$ cat config.mk
export PLATFORM = sky130hd
export DESIGN_NAME = wb_arbiter
export DESIGN_NICKNAME = d
export VERILOG_FILES = /design/src/rtl/wb_arbiter.sv
export SDC_FILE = /design/constraint.sdc
export NUM_CORES = 1
export LEC_CHECK = 0
export BUFFER_PORTS_ARGS = -buffer_cell sky130_fd_sc_hd__buf_2
export CAP_MARGIN = 20
export CELL_PAD_IN_SITES_DETAIL_PLACEMENT = 0
export CELL_PAD_IN_SITES_GLOBAL_PLACEMENT = 1
export CORE_ASPECT_RATIO = 0.9
export CORE_MARGIN = 2
export CORE_UTILIZATION = 26
export DETAILED_ROUTE_END_ITERATION = 8
export MAX_ROUTING_LAYER = met4
export PLACE_DENSITY = 0.61
export SYNTH_ARGS = -nofsm -noshare
export SYNTH_HDL_FRONTEND = slang
export SYNTH_SLANG_ARGS = --single-unit
export TNS_END_PERCENT = 30
$ cat constraint.sdc
create_clock -name clk -period 3.6 [get_ports clk]
set_clock_uncertainty 0.05 [all_clocks]
set_input_delay 0.18 -clock clk [delete_from_list [all_inputs] [get_ports clk]]
set_output_delay 0.18 -clock clk [all_outputs]
set_load 0.05 [all_outputs]
$ cat src/rtl/wb_arbiter.sv
// Writeback arbiter: merges load responses and queued ALU results onto one register-file write port.
// Optional macro WB_FWD_EN adds combinational forwarding outputs for the selected write.
module wb_arbiter #(
  parameter int unsigned XLEN   = 32,
  parameter int unsigned QDEPTH = 2
) (
  input  logic            clk,
  input  logic            rst_n,
  input  logic            alu_valid,
  output logic            alu_ready,
  input  logic [4:0]      alu_rd,
  input  logic [XLEN-1:0] alu_data,
  input  logic            ld_valid,
  input  logic [4:0]      ld_rd,
  input  logic [2:0]      ld_funct3,
  input  logic [1:0]      ld_addrLo,
  input  logic [XLEN-1:0] ld_rdata,
  output logic [4:0]      wrReg,
  output logic [XLEN-1:0] wrData,
  output logic            writeEnable,
  output logic            mem_writeEnable,
  output logic            busy
`ifdef WB_FWD_EN
  ,
  output logic            fwdValid,
  output logic [4:0]      fwdReg,
  output logic [XLEN-1:0] fwdData
`endif
);

  localparam int unsigned PW = (QDEPTH > 1) ? $clog2(QDEPTH) : 1;
  localparam int unsigned CW = $clog2(QDEPTH + 1);

  logic [4:0]      r_q_rd   [QDEPTH];
  logic [XLEN-1:0] r_q_data [QDEPTH];
  logic [PW-1:0]   r_wr_ptr;
  logic [PW-1:0]   r_rd_ptr;
  logic [CW-1:0]   r_count;

  logic            w_alu_ready;
  logic            w_q_nempty;
  logic            w_direct;
  logic            w_push;
  logic            w_pop;
  logic [7:0]      w_byte;
  logic [15:0]     w_half;
  logic [XLEN-1:0] w_ld_fmt;
  logic            w_sel_valid;
  logic            w_sel_is_ld;
  logic [4:0]      w_sel_rd;
  logic [XLEN-1:0] w_sel_data;

  assign w_alu_ready = (r_count < CW'(QDEPTH));
  assign w_q_nempty  = (r_count != '0);
  assign w_pop       = !ld_valid && w_q_nempty;
  assign w_direct    = !ld_valid && !w_q_nempty && alu_valid;
  assign w_push      = alu_valid && w_alu_ready && !w_direct;

  assign alu_ready = w_alu_ready;
  assign busy      = w_q_nempty;

  // Load alignment and extension; unknown funct3 codes fall back to a full word
  assign w_byte = ld_rdata[{ld_addrLo, 3'b000} +: 8];
  assign w_half = ld_addrLo[1] ? ld_rdata[31:16] : ld_rdata[15:0];

  always_comb begin
    w_ld_fmt = ld_rdata;
    case (ld_funct3)
      3'b000:  w_ld_fmt = {{(XLEN-8){w_byte[7]}}, w_byte};
      3'b001:  w_ld_fmt = {{(XLEN-16){w_half[15]}}, w_half};
      3'b100:  w_ld_fmt = {{(XLEN-8){1'b0}}, w_byte};
      3'b101:  w_ld_fmt = {{(XLEN-16){1'b0}}, w_half};
      default: w_ld_fmt = ld_rdata;
    endcase
  end

  // Source priority: load, then queue head, then direct ALU when the queue is empty
  always_comb begin
    w_sel_valid = 1'b0;
    w_sel_is_ld = 1'b0;
    w_sel_rd    = '0;
    w_sel_data  = '0;
    if (ld_valid) begin
      w_sel_valid = 1'b1;
      w_sel_is_ld = 1'b1;
      w_sel_rd    = ld_rd;
      w_sel_data  = w_ld_fmt;
    end else if (w_q_nempty) begin
      w_sel_valid = 1'b1;
      w_sel_rd    = r_q_rd[r_rd_ptr];
      w_sel_data  = r_q_data[r_rd_ptr];
    end else if (alu_valid) begin
      w_sel_valid = 1'b1;
      w_sel_rd    = alu_rd;
      w_sel_data  = alu_data;
    end
  end

`ifdef WB_FWD_EN
  assign fwdValid = w_sel_valid && (w_sel_rd != 5'd0);
  assign fwdReg   = w_sel_rd;
  assign fwdData  = w_sel_data;
`endif

  always_ff @(posedge clk) begin
    if (w_push) begin
      r_q_rd[r_wr_ptr]   <= alu_rd;
      r_q_data[r_wr_ptr] <= alu_data;
    end
  end

  // Pointers wrap naturally because QDEPTH is a power of two
  always_ff @(posedge clk or negedge rst_n) begin
    if (!rst_n) begin
      r_wr_ptr <= '0;
      r_rd_ptr <= '0;
      r_count  <= '0;
    end else begin
      if (w_push) r_wr_ptr <= r_wr_ptr + PW'(1);
      if (w_pop)  r_rd_ptr <= r_rd_ptr + PW'(1);
      if (w_push && !w_pop)      r_count <= r_count + CW'(1);
      else if (w_pop && !w_push) r_count <= r_count - CW'(1);
    end
  end

  // Writes to x0 are consumed without touching the write port
  always_ff @(posedge clk or negedge rst_n) begin
    if (!rst_n) begin
      wrReg           <= '0;
      wrData          <= '0;
      writeEnable     <= 1'b0;
      mem_writeEnable <= 1'b0;
    end else begin
      writeEnable     <= 1'b0;
      mem_writeEnable <= 1'b0;
      if (w_sel_valid && (w_sel_rd != 5'd0)) begin
        wrReg           <= w_sel_rd;
        wrData          <= w_sel_data;
        writeEnable     <= !w_sel_is_ld;
        mem_writeEnable <= w_sel_is_ld;
      end
    end
  end

endmodule

==> results.md <==
- The flow ran to the end, and the final reports show no timing, DRC or antenna violations.
- The number of I/O port buffers is 123.
- The vertical extent of the die is 144 um.
- No sink is reached through more buffers than the 2 on the longest clock path.
- Global routing used 15.4% of the available tracks across all layers.
- Of the total synthesized cell area, the portion taken by AND, OR, NAND and NOR gates is 8.17%.
- The share of the Yosys chip area taken by registers is 58.2%.
- In the finished design, the share of the clock period the worst path needs comes to 69.7%.
- The number of global-route vias before repair came to 4323.
- The max-slew violation total from the final report was 0.
- For this design, the sink count on the clock tree is 117.
- The worst path buffer plus inverter count is 2.
- In this run the tightest slew margin relative to its limit is 37.9%.
- The post-route DRC violation count is 0.
- In this run the core area contains 51 standard-cell rows.
- The count of antenna-violating nets left after detailed routing is 0.
- After clock tree synthesis, the clock-pin slew on the worst setup and hold paths is 0.05 ns.
- After layout, the minimum clock period comes to 2.51 ns.
- In the synthesized netlist, mux cells make up 14.9% of the area.
- The largest single stage delay on the critical path is 0.49 ns.
- The initial DRC count is 257.
- Setup repair after global routing left no endpoint under its margin.
- The count of cell types in the netlist is 47.
- Among cell families on the critical path, the largest total delay comes from simple AND/OR/NAND/NOR gates.
- The net count of the mapped netlist is 538.
- The share of flip-flops with an asynchronous set or reset after synthesis is 36.8%.
- The path type of the worst min-delay path is input port to flip-flop.
- The area growth from synthesis to final layout is 33.2%.
- The most common cell in the synthesized netlist is sky130_fd_sc_hd__edfxtp_1.
- Overall power consumption after layout is estimated at 5380 uW.
- The number of warnings printed during yosys synthesis is 0.
- Routability-driven placement finished with a final weighted congestion of 0.802.
- The post-cts repair resize count is 0.
- Summed over all nets, the half-perimeter wirelength after detailed placement is 12.0 mm.
- The area after detailed placement is 6570 sq um.
- The H-tree was split into 4 levels.
- The initial antenna violation count is 0.
- The core region is 21500 sq um.
- The synthesized netlist devotes 14.3% of its cell area to compound gates.
- Entering global routing, the biggest net connects 49 pins.
- After synthesis, the cell types taking the most area are sky130_fd_sc_hd__edfxtp_1 39%, sky130_fd_sc_hd__dfrtp_1 19%, sky130_fd_sc_hd__mux2i_1 7.2%.
- The hold violation count in the final report is 0.
- The share of layout cells above drive strength 1 is 30.5%.
- The global-route wire length before repair is 25.4 mm.
- Summing the areas of all fa, ha and maj instances in the mapped netlist gives 0.221% of the synthesized area.
- The detailed-router iteration count before antenna repair is 5.
- Data on the critical path arrives at its endpoint at 2.75 ns.
- After routing the design area is 7550 sq um.
- The number of setup buffers added after CTS is 0.
- The netlist area before placement is 5670 sq um.
- In the routed layout, each cell is associated on average with a via count of 4.72.
- The buffer type at the clock tree root is sky130_fd_sc_hd__clkbuf_16.
- The CTS tree is done.
- The worst setup path is captured at a flip-flop.
- The average wire per cell in the routed design is 18.5 um.
- Counting flops with a built-in enable in the synthesized netlist gives 74.
- Global routing finished with a remaining overflow of 0.
- The tool flagged a number of max-cap violations equal to 0.
- The highest achievable clock rate is 399 MHz.
- Dividing the synthesized area by the synthesized cell count gives 12.5 sq um.
- Wires add up to 16.9 mm.
- The worst setup path is launched from a flip-flop.
- VDD sags by at most 330 uV.
- The top-level I/O count is 124.
- The most used flip-flop cell after synthesis is sky130_fd_sc_hd__edfxtp_1.
- The synthesized design spends more area on one cell type than any other, namely sky130_fd_sc_hd__edfxtp_1.
- The die covers 23000 sq um.
- STA puts the critical path data required time at 3.84 ns.
- In this run the worst path has a maximum fanout of 32.
- In this run the power density over the cells is 712 nW/um^2.
- After technology mapping, the gate count stands at 454.
- The final-layout setup total negative slack is 0 ns.
- The synthesized design contains 117 register bits.
- Clock latency on the worst-skew pair, taken at its later pin, is 0.41 ns.
- The cell with the biggest individual delay on the critical path is sky130_fd_sc_hd__dfrtp_1.
- The dominant combinational cell family by area after synthesis is multiplexers.
- The share of the synthesized area in the top cell type is 39.2%.
- The width of the die is 160 um.
- After Yosys synthesis, XOR and XNOR cells account for 0.773% of the synthesized area.
- The final layout contains 693 nets.
- In this run the static leakage power is 0.00300 uW.
- The antenna cell count is 0.
- The critical path in this run is classified as flip-flop to flip-flop.
- At the pin with the least slew margin, the transition time is 0.929 ns.
- The commonest cells after synthesis are 74 x sky130_fd_sc_hd__edfxtp_1, 43 x sky130_fd_sc_hd__dfrtp_1, 41 x sky130_fd_sc_hd__mux2i_1.
- The total vias in the final route is 4306.
- Traced cell by cell, the critical path runs through nor2_4 > inv_2 > a211oi_1 > o22ai_1 > nor3_4 > buf_12 > mux2_2.
- Setup violations remaining at the end of the flow were counted as 0.
- The quantity of hold-fixing buffers added after cts is 42.
- The clock buffer count from CTS is 17.
- For this configuration, the core starts out at a cell density of 26.4%.
[registers in the layout, indices dropped and copies added, names as in the netlist]
register	flops
mem_writeEnable	1
r_count	2
r_q_data	64
r_q_rd	10
r_rd_ptr	1
r_wr_ptr	1
wrData	32
wrReg	5
writeEnable	1
[tightest hold or removal path, stage by stage]
cell                     delay (ns)
sky130_fd_sc_hd__buf_2         0.08
sky130_fd_sc_hd__mux2_2        0.18
sky130_fd_sc_hd__a21o_1        0.09
[per-stage QoR]
| step | hold slack, ns | worst slack (ns) | utilization (%) | std cells |
|---|---|---|---|---|
| floorplan | -0.166 | 0.487 | - | 454 |
| detailed placement | 0.334 | 1.10 | 30.6 | 838 |
| global placement | 0.335 | 1.15 | 30.6 | 838 |
| finish | 0.100 | 1.09 | 35.1 | 913 |
| global route | 0.0914 | 0.907 | 35.1 | 913 |
| CTS | 0.0846 | 1.08 | 35.0 | 912 |
[cell usage in the layout (no fill, tap or decap), drive strengths merged, types with 8 or more instances in the layout]
cell type and instances:
dlygate4sd3 42, inv 8, mux2i 41, dfrtp 43, mux2 34, nand2 26
a21oi 36, buf 130, a311oi 20, nor2b 14, nor2 32, o21ai 8
clkbuf 27, a211oi 10, edfxtp 74
[routing by layer]
metal  share of wire, %  up-vias  GRT usage [%]
li1                   -     2043              -
met1                 46     2138           19.6
met2                 49      118           24.7
met3                4.4        7           4.62
met4               0.41        0           2.87
met5                  0        -              -
[kinds of logic after synthesis]
family | count (synthesis)
AND/OR/NAND/NOR | 93
AO/OA/AOI/OAI | 117
XOR/XNOR | 5
adder cells (fa/ha/maj) | 1
buffers and inverters | 44
flip-flops | 117
multiplexers | 77
[power breakdown]
part | switching [uW] | internal [uW]
Clock | 552 | 943
Combinational | 1300 | 644
Sequential | 182 | 1750
[area by class of cell]
cell class                      instances  area [sq um]
Clock buffer                           27           503
Inverter                                8          30.0
Tap cell                              291           364
Sequential cell                       117          3300
Timing Repair Buffer                  172          1130
Fill cell                            2184         14000
Multi-Input combinational cell        293          2190
Clock inverter                          5          23.8
[worst paths after layout]
| check | slack, ns | depth (start not counted) | startpoint | endpoint |
|---|---|---|---|---|
| max | 1.09 | 7 | r_count[0] | wrData[31] |
| min | 0.10 | 3 | ld_rd[3] | wrReg[3] |
| max reg2reg | 1.09 | 7 | r_count[0] | wrData[31] |
| min reg2reg | 0.44 | 1 | wrReg[0] | wrReg[0] |
| max in group asynchronous | 2.67 | 3 | rst_n | r_rd_ptr |
| min in group asynchronous | 0.29 | 2 | rst_n | wrData[0] |
Note: power is estimated with default switching activity, not from simulation.
